## src/rtl/wlo_pkg.sv

```systemverilog
// Shared state encoding, config field type and default widths for the WLO run sequencer.
package wlo_pkg;

  localparam int A_W_DEF    = 14;
  localparam int B_W_DEF    = 14;
  localparam int C_W_DEF    = 29;
  localparam int FRAC_W_DEF = 8;
  localparam int LAT_DEF    = 3;
  localparam int CNT_W_DEF  = 16;

  typedef enum logic [1:0] {
    IDLE  = 2'd0,
    RUN   = 2'd1,
    DRAIN = 2'd2,
    DONE  = 2'd3
  } seq_state_e;

  typedef logic [FRAC_W_DEF-1:0] frac_t;

endpackage

```

## src/rtl/wlo_valid_pipe.sv

```systemverilog
// Tag shift register: each accept bit travels DEPTH stages so results can be realigned with
// the fixed-latency datapath; any_valid reports tags still in flight.
module wlo_valid_pipe #(
  parameter int DEPTH = 4
) (
  input  logic clk,
  input  logic rstn,
  input  logic in_valid,
  output logic out_valid,
  output logic any_valid
);

  logic [DEPTH:0] chain;

  assign chain[0] = in_valid;

  for (genvar gi = 0; gi < DEPTH; gi++) begin : g_stage
    logic tag_reg;

    always_ff @(posedge clk or negedge rstn) begin
      if (!rstn) begin
        tag_reg <= 1'b0;
      end else begin
        tag_reg <= chain[gi];
      end
    end

    assign chain[gi+1] = tag_reg;
  end

  assign out_valid = chain[DEPTH];
  assign any_valid = |chain[DEPTH:1];

endmodule

```

## src/rtl/wlo_run_sequencer.sv

```systemverilog
// Sequences one WLO run through the fixed-latency a*b->c datapath and realigns its results.
// Optional peak |c| tracking is compiled in when WLO_PEAK_EN is defined.
module wlo_run_sequencer
  import wlo_pkg::*;
#(
  parameter int A_W    = A_W_DEF,
  parameter int B_W    = B_W_DEF,
  parameter int C_W    = C_W_DEF,
  parameter int FRAC_W = FRAC_W_DEF,
  parameter int LAT    = LAT_DEF,
  parameter int CNT_W  = CNT_W_DEF
) (
  input  logic              clk,
  input  logic              rstn,
  input  logic              cfg_valid,
  output logic              cfg_ready,
  input  logic [FRAC_W-1:0] cfg_frac_a,
  input  logic [FRAC_W-1:0] cfg_frac_b,
  input  logic [FRAC_W-1:0] cfg_frac_c,
  input  logic [CNT_W-1:0]  cfg_len,
  input  logic              s_valid,
  output logic              s_ready,
  input  logic [A_W-1:0]    s_a,
  input  logic [B_W-1:0]    s_b,
  output logic [FRAC_W-1:0] dp_num_frac_a,
  output logic [FRAC_W-1:0] dp_num_frac_b,
  output logic [FRAC_W-1:0] dp_num_frac_c,
  output logic [A_W-1:0]    dp_a,
  output logic [B_W-1:0]    dp_b,
  input  logic [C_W-1:0]    dp_c,
  output logic              m_valid,
  output logic [C_W-1:0]    m_c,
  output logic              busy,
  output logic              done,
  output logic [C_W-1:0]    peak_abs
);

  seq_state_e state_reg, state_next;

  logic              out_en_reg;
  logic [CNT_W-1:0]  remaining_reg;
  logic [FRAC_W-1:0] frac_a_reg, frac_b_reg, frac_c_reg;
  logic [A_W-1:0]    dp_a_reg;
  logic [B_W-1:0]    dp_b_reg;
  logic              m_valid_reg;
  logic [C_W-1:0]    m_c_reg;

  logic cfg_hs;
  logic accept;
  logic tag_last;
  logic tag_any;

  assign cfg_hs = cfg_valid & cfg_ready;
  assign accept = s_valid & s_ready;

  // State register
  always_ff @(posedge clk or negedge rstn) begin
    if (!rstn) begin
      state_reg <= IDLE;
    end else begin
      state_reg <= state_next;
    end
  end

  // Next-state logic
  always_comb begin
    state_next = state_reg;
    case (state_reg)
      IDLE: begin
        if (cfg_hs) begin
          state_next = (cfg_len == '0) ? DONE : RUN;
        end
      end
      RUN: begin
        if (accept && (remaining_reg == CNT_W'(1))) begin
          state_next = DRAIN;
        end
      end
      DRAIN: begin
        // Last result is on m_valid this cycle and nothing is left behind it.
        if (!tag_any && m_valid_reg) begin
          state_next = DONE;
        end
      end
      DONE:    state_next = IDLE;
      default: state_next = IDLE;
    endcase
  end

  // Output logic; out_en_reg keeps cfg_ready low until one cycle after reset release.
  always_comb begin
    cfg_ready = 1'b0;
    s_ready   = 1'b0;
    busy      = 1'b0;
    done      = 1'b0;
    case (state_reg)
      IDLE:    cfg_ready = out_en_reg;
      RUN: begin
        busy    = 1'b1;
        s_ready = (remaining_reg != '0);
      end
      DRAIN:   busy = 1'b1;
      DONE: begin
        busy = 1'b1;
        done = 1'b1;
      end
      default: busy = 1'b0;
    endcase
  end

  // Run bookkeeping and latched config
  always_ff @(posedge clk or negedge rstn) begin
    if (!rstn) begin
      out_en_reg    <= 1'b0;
      remaining_reg <= '0;
      frac_a_reg    <= '0;
      frac_b_reg    <= '0;
      frac_c_reg    <= '0;
    end else begin
      out_en_reg <= 1'b1;
      if (cfg_hs) begin
        remaining_reg <= cfg_len;
        frac_a_reg    <= cfg_frac_a;
        frac_b_reg    <= cfg_frac_b;
        frac_c_reg    <= cfg_frac_c;
      end else if (accept) begin
        remaining_reg <= remaining_reg - CNT_W'(1);
      end
    end
  end

  // Operand registers hold their last value between accepts.
  always_ff @(posedge clk or negedge rstn) begin
    if (!rstn) begin
      dp_a_reg <= '0;
      dp_b_reg <= '0;
    end else if (accept) begin
      dp_a_reg <= s_a;
      dp_b_reg <= s_b;
    end
  end

  // Stage count LAT+1 covers the operand register plus the datapath latency.
  wlo_valid_pipe #(
    .DEPTH (LAT + 1)
  ) u_tag_pipe (
    .clk       (clk),
    .rstn      (rstn),
    .in_valid  (accept),
    .out_valid (tag_last),
    .any_valid (tag_any)
  );

  always_ff @(posedge clk or negedge rstn) begin
    if (!rstn) begin
      m_valid_reg <= 1'b0;
      m_c_reg     <= '0;
    end else begin
      m_valid_reg <= tag_last;
      if (tag_last) begin
        m_c_reg <= dp_c;
      end
    end
  end

`ifdef WLO_PEAK_EN
  logic [C_W-1:0] peak_reg;
  logic [C_W-1:0] m_abs;

  // Two's complement magnitude; the most negative code saturates to the largest positive.
  always_comb begin
    m_abs = m_c_reg;
    if (m_c_reg[C_W-1]) begin
      if (m_c_reg == {1'b1, {(C_W-1){1'b0}}}) begin
        m_abs = {1'b0, {(C_W-1){1'b1}}};
      end else begin
        m_abs = -m_c_reg;
      end
    end
  end

  always_ff @(posedge clk or negedge rstn) begin
    if (!rstn) begin
      peak_reg <= '0;
    end else if (cfg_hs) begin
      peak_reg <= '0;
    end else if (m_valid_reg && (m_abs > peak_reg)) begin
      peak_reg <= m_abs;
    end
  end

  assign peak_abs = peak_reg;
`else
  assign peak_abs = '0;
`endif

  assign dp_num_frac_a = frac_a_reg;
  assign dp_num_frac_b = frac_b_reg;
  assign dp_num_frac_c = frac_c_reg;
  assign dp_a          = dp_a_reg;
  assign dp_b          = dp_b_reg;
  assign m_valid       = m_valid_reg;
  assign m_c           = m_c_reg;

endmodule

```

## config.mk

```make
export PLATFORM = sky130hd
export DESIGN_NAME = wlo_run_sequencer
export DESIGN_NICKNAME = d
export VERILOG_FILES = /design/src/rtl/wlo_pkg.sv /design/src/rtl/wlo_valid_pipe.sv /design/src/rtl/wlo_run_sequencer.sv
export SDC_FILE = /design/constraint.sdc
export NUM_CORES = 1
export LEC_CHECK = 0
export ABC_AREA = 1
export CAP_MARGIN = 15
export CORE_ASPECT_RATIO = 1.75
export CORE_MARGIN = 5
export CORE_UTILIZATION = 38
export DETAILED_ROUTE_END_ITERATION = 6
export GPL_ROUTABILITY_DRIVEN = 0
export GPL_TIMING_DRIVEN = 1
export PLACE_DENSITY = 0.77
export SETUP_SLACK_MARGIN = 0.4
export SYNTH_ARGS = -nofsm -noshare
export SYNTH_HDL_FRONTEND = slang
export SYNTH_SLANG_ARGS = --single-unit
```

## constraint.sdc

```tcl
create_clock -name clk -period 1.5 [get_ports clk]
set_input_delay 0.3 -clock clk [delete_from_list [all_inputs] [get_ports clk]]
set_output_delay 0.3 -clock clk [all_outputs]
set_load 0.02 [all_outputs]
```

* After elaboration in Yosys (flattened, before gate mapping)
Cells that the tools add are included.
Storage, ports and cells: flip-flop bits (word level) 105, bits of input ports 101, output and inout port bits 115, word-level logic and storage cells 45
Cells by class: $add $sub $neg 1, eq/ne operators 7, muxes and demuxes 11, bitwise operators 2, reductions and logical operators 10
Operators with widths (count):
- two-way mux 16 bit | 2
- == test 16 x 1 -> 1 bit (second input constant) | 1
- zero test 16 bit | 1
- nonzero test 16 bit | 1
- subtractor 16 x 1 -> 16 bit (second input constant) | 1
- two-way mux 2 bit | 4
- case mux 2 bit (4 select lines) | 1
- inequality test 2 bit (second input constant) | 3
- == test 2 bit (second input constant) | 2
- two-way mux 1 bit | 4
- OR reduction 4 bit | 1
- AND reduction 3 bit | 1
- OR reduction 3 bit | 1
- AND 1 bit | 2
- == test 2 x 1 -> 1 bit (second input constant) | 1
- logical AND 1 bit | 2
- zero test 2 bit | 1
- nonzero test 2 bit | 1
- zero test 1 bit | 1

* Depth between registers and ports, before layout
Gate-level depths: netlist (run 1).
word-level depth 6, depth in mapped cells 11, gate-level depth less buffers 10

* Cells and area by module
A second synthesis (run 1) with hierarchy kept.
Unflattened totals: cell total of the unflattened synthesis 511, area total of the unflattened synthesis 4863.4 µm²
By module, submodules not included:
- wlo_run_sequencer | instances 1, cells each 504, area each 4752.1 µm², sequential area each 2527.4 µm²
- wlo_valid_pipe | instances 1, cells each 7, area each 111.4 µm², sequential area each 100.1 µm²

* Worst setup path before layout (run 1)
OpenSTA, ideal clock, no wires.
path kind register to register, start register state_reg[0], end register remaining_reg[11], library setup time 0.087 ns, arrival time 1.632 ns, data required time 1.413 ns, setup slack -0.218 ns, cell stages (with the launch flop) 11, buffers on the path 2, clock period less this slack 1.718 ns, path through dfrtp_1 -> inv_1 -> ha_1 -> nand2_1 -> inv_1 -> nand2_1 -> inv_1 -> buf_4 -> buf_2 -> nand2_1 -> o211ai_1
On the way: longest elaborated chain between the ends 4, elaborated cells between the ends (all ways) 8, those cells by class eq/ne: 1; mux: 3; bitwise: 2; reduce/logical: 2
Ends and longest elaborated chain:
- start: declaration | RTL line wlo_run_sequencer.sv:38 | seq_state_e state_reg, state_next;
- start signal: assignment | RTL line wlo_run_sequencer.sv:61 | state_reg <= state_next;
- zero test 2 bit * | RTL line wlo_run_sequencer.sv:96 | case (state_reg)
- two-way mux 1 bit * | RTL line wlo_run_sequencer.sv:96
- named net cfg_ready | RTL line wlo_run_sequencer.sv:16 | output logic cfg_ready,
- AND 1 bit * | RTL line wlo_run_sequencer.sv:53 | assign cfg_hs = cfg_valid & cfg_ready;
- two-way mux 16 bit / nonzero test 2 bit (equally long branches)
- end signal: assignment | RTL line wlo_run_sequencer.sv:122 | remaining_reg <= cfg_len;
- end signal: assignment | RTL line wlo_run_sequencer.sv:127 | remaining_reg <= remaining_reg - CNT_W'(1);
- end: declaration | RTL line wlo_run_sequencer.sv:41 | logic [CNT_W-1:0] remaining_reg;
The timed path passes the listed nets; every way through them passes the cells marked *. A chain may end at the register's enable or synchronous reset.

* Worst setup path in the final report (run 1)
start register remaining_reg[1], end output port s_ready
On the way: longest elaborated chain between the ends 2
Ends and longest elaborated chain:
- nonzero test 16 bit | RTL line wlo_run_sequencer.sv:100 | s_ready = (remaining_reg != '0);
- two-way mux 1 bit | RTL line wlo_run_sequencer.sv:96
- end: declaration | RTL line wlo_run_sequencer.sv:22 | output logic s_ready,
Every way passes these cells.

==> flow_summary_export.csv, run 1 <==
group,metric,value,unit
worst_setup_path,critical_path_required,1.20,ns
floorplan,ios,216,
placement,place_ws,-0.262,ns
layout,largest_reg_flops,29,
yosys,synth_edf_count,0,
layout,final_cell_count_no_fill,1061,
job,drv_cap,0,
yosys,synth_ff_type,"dfrtp_1",
floorplan,die_y,159,um
clock_tree,htreeDepth,3,
worst_setup_path,slowest_delay,0.40,ns
sta,maxSlewViolCount,0,
worst_setup_path,r2r_end,"remaining_reg[11]",
min_path,min_to,"u_tag_pipe.g_stage[2].tag_reg",
worst_setup_path,timing.critical_path.cells,"inv_2, ha_4, nand2_2, nor2_2, nand2_2, nand2_2, inv_2, buf_6",
detailed_routing,wirelength,17200,um
layout,mostFrequentLayoutCells,"nand2_1, dfrtp_1, clkdlybuf4s50_1",
sta,min_period,1.73,ns
worst_setup_path,arrival,1.43,ns
min_path,hp-start,"u_tag_pipe.g_stage[1].tag_reg",
worst_setup_path,start_kind,"register",
power_and_ir_drop,powerDensity,2060,nW/um2
clock_tree,clkTransAtPathRegs,0.08,ns
worst_setup_path,worst-setup-path-type,"reg2out",
yosys,syn_inst,577,
detailed_routing,routed_via_density,4.61,
floorplan,start_util,0.388,
global_route,grt_pass1_wl,24200,um
placement,hpwlAfterDp,10600,um
detailed_routing,drc,0,
yosys,yosys_warnings,0,
power_and_ir_drop,peakVddDrop,1200,uV
outcome,violations,"negative setup slack",
yosys,avgSynthCellArea,8.35,um2
yosys,async_reset_ff_frac,1.00,
global_route,grt_pass1_vias,4892,
sta,max_freq,577,MHz
detailed_routing,vias,4887,
yosys,ys_seq_area_frac,0.545,
detailed_routing,wl_per_cell,16.2,um
worst_setup_path,critPathMaxFanout,2,
floorplan,design.core.area,12400,um2
sta,setup_viol,71,
clock_tree,cts-root-buf,"clkbuf_16",
outcome,outcome,"finished with violations",
yosys,ys_types,27,
global_route,grt_usage,0.205,
layout,fin_nets,996,
floorplan,dieArea,15100,um2
placement,numPortBuffers,186,
global_route,antenna_found_initial,1,
clock_tree,clk_latency,0.34,ns
layout,fin_area,9070,um2
power_and_ir_drop,p_leak,4.61,nW
worst_setup_path,ff2ff_path_depth,11,
sta,rsz0062_at_grt,"true",
global_route,grt_overflow,0,
detailed_routing,dr.pass1.iters,4,
worst_setup_path,timing.rr.start,"remaining_reg[1]",
yosys,syn_area,4820,um2
floorplan,fp.dieW,95.1,um
sta,fin_ws,-0.232,ns
min_path,hold_path.class,"reg2reg",
placement,dpl.cell_count,962,
clock_tree,clockBufferDepth,2,
sta,finalCritPeriodShare,1.15,
detailed_routing,ant_nets,0,
sta,finalSetupTns,-9.09,ns
sta,hold_viol,0,
worst_setup_path,critPathCaptureType,"output port",
global_route,grt_max_degree,40,
min_path,min_path_cells,0,
worst_setup_path,slowest_stage,"dfrtp_1",
power_and_ir_drop,power,18.7,mW
placement,post_dp_cell_area,7170,um2
worst_setup_path,cpMostUsedCell,"nand2_2",
clock_tree,numCtsBuffers,9,
layout,syn_to_final_growth,88.3,%
sta,fin_skew,0.0147,ns
yosys,ys_ff_latch,105,
detailed_routing,drt_iter0_drc,138,
worst_setup_path,rrSetupSlack,-0.22,ns
clock_tree,clock_sinks,105,
clock_tree,cts_tree,"built",
layout,drive_above_1_share,0.411,
layout,final_common_cell,"nand2_1",
floorplan,row_count,54,
[stage by stage]
step	hold WS [ns]	utilization
global placement	0.241	0.576
global route	0.404	0.730
floorplan	0.00441	-
detailed placement	0.243	0.576
CTS	0.395	0.672
finish	0.389	0.730
[metal layers]
metal | track usage | part of all wire
met4 | 0.0933 | 0.040
met5 | 0 | 0
met2 | 0.385 | 0.57
met1 | 0.212 | 0.33
met3 | 0.0378 | 0.050
[worst max path at each step]
stage | slack (ns) | from | end
after global placement | -0.26 | remaining_reg[9] | s_ready
after global routing | -0.31 | remaining_reg[1] | remaining_reg[9]
after CTS | -0.24 | remaining_reg[13] | s_ready
final | -0.23 | remaining_reg[1] | s_ready
after floorplan | 0.06 | remaining_reg[0] | dp_b[0]
after detailed placement | -0.26 | remaining_reg[9] | s_ready
[worst max-delay path, delay by kind of cell (launching register included)]
family,cells,cell delay [ns]
flip-flops,1,0.40
AND/OR/NAND/NOR,4,0.32
adder cells (fa/ha/maj),1,0.13
buffers and inverters,3,0.24
[Yosys cell counts (6+ instances only)]
library cell / instances / share of area
buf_4: 31 / 0.048
dfrtp_1: 105 / 0.55
ha_1: 8 / 0.021
nor2_1: 18 / 0.014
nand3_1: 15 / 0.016
clkbuf_1: 8 / 0.0062
o211ai_1: 10 / 0.016
xor2_1: 9 / 0.016
nor2_2: 6 / 0.0078
inv_1: 27 / 0.021
nand2_1: 304 / 0.24
[report_power, final]
| group | internal (mW) | switching, mW | total (mW) | leakage [nW] |
|---|---|---|---|---|
| Combinational | 5.83 | 5.40 | 11.2 | 3.17 |
| Sequential | 4.16 | 1.02 | 5.18 | 1.31 |
| Clock | 1.17 | 1.16 | 2.33 | 0.138 |
| Total | 11.2 | 7.57 | 18.7 | 4.61 |
[area by class of cell]
class | instances | area [um2]
clock buffer | 10 | 229
tap | 168 | 210
clock inverter | 6 | 61.3
timing repair buffer | 318 | 3440
fill | 860 | 3360
timing repair inverter | 1 | 8.76
sequential | 105 | 2630
inverter | 29 | 141
antenna | 1 | 2.50
multi-input combinational | 423 | 2350
[logic make-up (layout without fill, tap and decap cells)]
| family | after synthesis | after routing | share of synthesized area |
|---|---|---|---|
| AOI/OAI and AO/OA | 17 | 17 | 0.0239 |
| xor gates and xnor gates | 11 | 11 | 0.0200 |
| adders and majority gates | 8 | 8 | 0.0208 |
| buffers and inverters | 78 | 364 | 0.0940 |
| DFF | 105 | 105 | 0.545 |
| other | 2 | 31 | 0.00156 |
| and+or+nand+nor | 356 | 357 | 0.295 |
[repair_timing]
action                     CTS  global route
buffers inserted            32            36
pin swaps                   27            43
hold endpoints to repair    18             0
hold buffers                 1             0
resized for setup          598           107
setup endpoints to repair  186           186
gates cloned                 9             4
Power figures use the tool's default switching activity.
==> run 2: changes to the inputs <==
Settings changed: MAX_ROUTING_LAYER set to met4.
==> flow_summary_export.csv, run 2 (synthesis results as in run 1) <==
group,metric,value,unit
worst_setup_path,arrival,1.97,ns
detailed_routing,wl_per_cell,16.3,um
clock_tree,cts-root-buf,"clkbuf_16",
detailed_routing,drt_iter0_drc,95,
global_route,antenna_found_initial,1,
sta,fin_skew,0.0149,ns
clock_tree,htreeDepth,3,
worst_setup_path,start_kind,"register",
min_path,hold_path.class,"reg2reg",
sta,setup_viol,71,
power_and_ir_drop,p_leak,4.60,nW
sta,hold_viol,0,
clock_tree,clk_latency,0.34,ns
global_route,grt_pass1_vias,4904,
layout,largest_reg_flops,29,
worst_setup_path,critPathMaxFanout,5,
worst_setup_path,timing.critical_path.cells,"inv_2, buf_4, ha_2, nand2_1, nor2_2, inv_2, buf_4, nand2_1, nand2_1, nand2_1, o211ai_1",
clock_tree,cts_tree,"built",
worst_setup_path,critPathCaptureType,"register",
detailed_routing,drc,0,
floorplan,fp.dieW,95.1,um
layout,syn_to_final_growth,88.2,%
global_route,grt_pass1_wl,24100,um
layout,mostFrequentLayoutCells,"nand2_1, dfrtp_1, clkdlybuf4s50_1",
detailed_routing,wirelength,17200,um
job,drv_cap,0,
sta,finalSetupTns,-9.31,ns
floorplan,ios,216,
floorplan,design.core.area,12400,um2
global_route,grt_max_degree,40,
worst_setup_path,cpMostUsedCell,"nand2_1",
placement,dpl.cell_count,962,
placement,hpwlAfterDp,10600,um
detailed_routing,dr.pass1.iters,4,
sta,min_period,1.76,ns
worst_setup_path,path_buf_inv,4,
clock_tree,clockBufferDepth,2,
worst_setup_path,worst-setup-path-type,"reg2reg",
worst_setup_path,critical_path_required,1.70,ns
layout,final_cell_count_no_fill,1060,
clock_tree,numCtsBuffers,9,
floorplan,dieArea,15100,um2
worst_setup_path,slowest_stage,"dfrtp_1",
sta,finalCritPeriodShare,1.17,
layout,final_common_cell,"nand2_1",
detailed_routing,routed_via_density,4.62,
layout,drive_above_1_share,0.415,
floorplan,start_util,0.388,
floorplan,row_count,54,
clock_tree,clock_sinks,105,
detailed_routing,vias,4901,
placement,numPortBuffers,186,
sta,whs,0.394,ns
global_route,grt_overflow,0,
sta,rsz0062_at_grt,"true",
power_and_ir_drop,powerDensity,2070,nW/um2
worst_setup_path,cpLargestDelayFamily,"simple AND/OR/NAND/NOR gates",
floorplan,die_y,159,um
sta,max_freq,567,MHz
detailed_routing,ant_nets,0,
outcome,outcome,"finished with violations",
sta,fin_ws,-0.262,ns
clock_tree,clkTransAtPathRegs,0.08,ns
sta,maxSlewViolCount,0,
power_and_ir_drop,peakVddDrop,1200,uV
layout,fin_nets,995,
outcome,violations,"negative setup slack",
global_route,grt_usage,0.211,
worst_setup_path,slowest_delay,0.40,ns
==> run 2: cell count changes in the layout (fill, tap and decap cells not counted), sizes merged <==
cell / delta
buf: -1
==> run 2: what timing repair did <==
item | in CTS | in global routing
buffers inserted | 32 | 35
cloned | 9 | 4
endpoints found under the hold margin | 18 | 0
endpoints found under the setup margin | 186 | 186
pin swaps | 27 | 42
resized for setup | 598 | 110
hold buffers | 1 | 0
==> run 2: area by class of cell <==
| class | instances | area, um2 |
|---|---|---|
| Clock buffer | 10 | 229 |
| Timing Repair inverter | 1 | 8.76 |
| Tap cell | 168 | 210 |
| Fill cell | 857 | 3360 |
| Multi-Input combinational cell | 423 | 2350 |
| Inverter | 29 | 141 |
| Timing Repair Buffer | 317 | 3440 |
| Antenna cell | 1 | 2.50 |
| Sequential cell | 105 | 2630 |
| Clock inverter | 6 | 61.3 |
==> run 2: worst reg2reg max path, stage by stage (launching register included) <==
cell	delay [ns]
dfrtp_1	0.40
inv_2	0.08
buf_4	0.14
ha_2	0.18
nand2_1	0.10
nor2_2	0.20
inv_2	0.07
buf_4	0.13
nand2_1	0.06
nand2_1	0.08
nand2_1	0.09
o211ai_1	0.09
==> run 2: report_power, final <==
group          switching (mW)  internal (mW)
clock network            1.16           1.17
logic                    5.42           5.83
registers                1.02           4.16
total                    7.60           11.2
==> run 2: routing by layer <==
layer,share of wire,wire [um],track usage
met1,0.34,5900,0.221
met2,0.58,10000,0.385
met3,0.040,693,0.0236
met4,0.036,621,0.0940
met5,0,0,-
==> run 2: through the flow <==
stage	cell area (um2)	total power, mW	worst slack (ns)	util
floorplan	5030	9.09	0.0574	-
CTS	8350	17.2	-0.241	0.672
finish	9070	18.8	-0.262	0.730
global route	9070	19.8	-0.315	0.730
detailed placement	7170	13.0	-0.262	0.576
global placement	7170	12.8	-0.256	0.576
==> run 2: final timing paths <==
path                                                     from                             to  slack [ns]  depth (start not counted)
min in group asynchronous                                rstn                   state_reg[0]        0.41                          2
worst max-delay path                         remaining_reg[0]               remaining_reg[8]       -0.26                         11
worst max register to register               remaining_reg[0]               remaining_reg[8]       -0.26                         11
worst min-delay path            u_tag_pipe.g_stage[1].tag_reg  u_tag_pipe.g_stage[2].tag_reg        0.39                          0
max in group asynchronous                                rstn               dp_num_frac_c[7]        0.55                          3
worst min register to register  u_tag_pipe.g_stage[1].tag_reg  u_tag_pipe.g_stage[2].tag_reg        0.39                          0
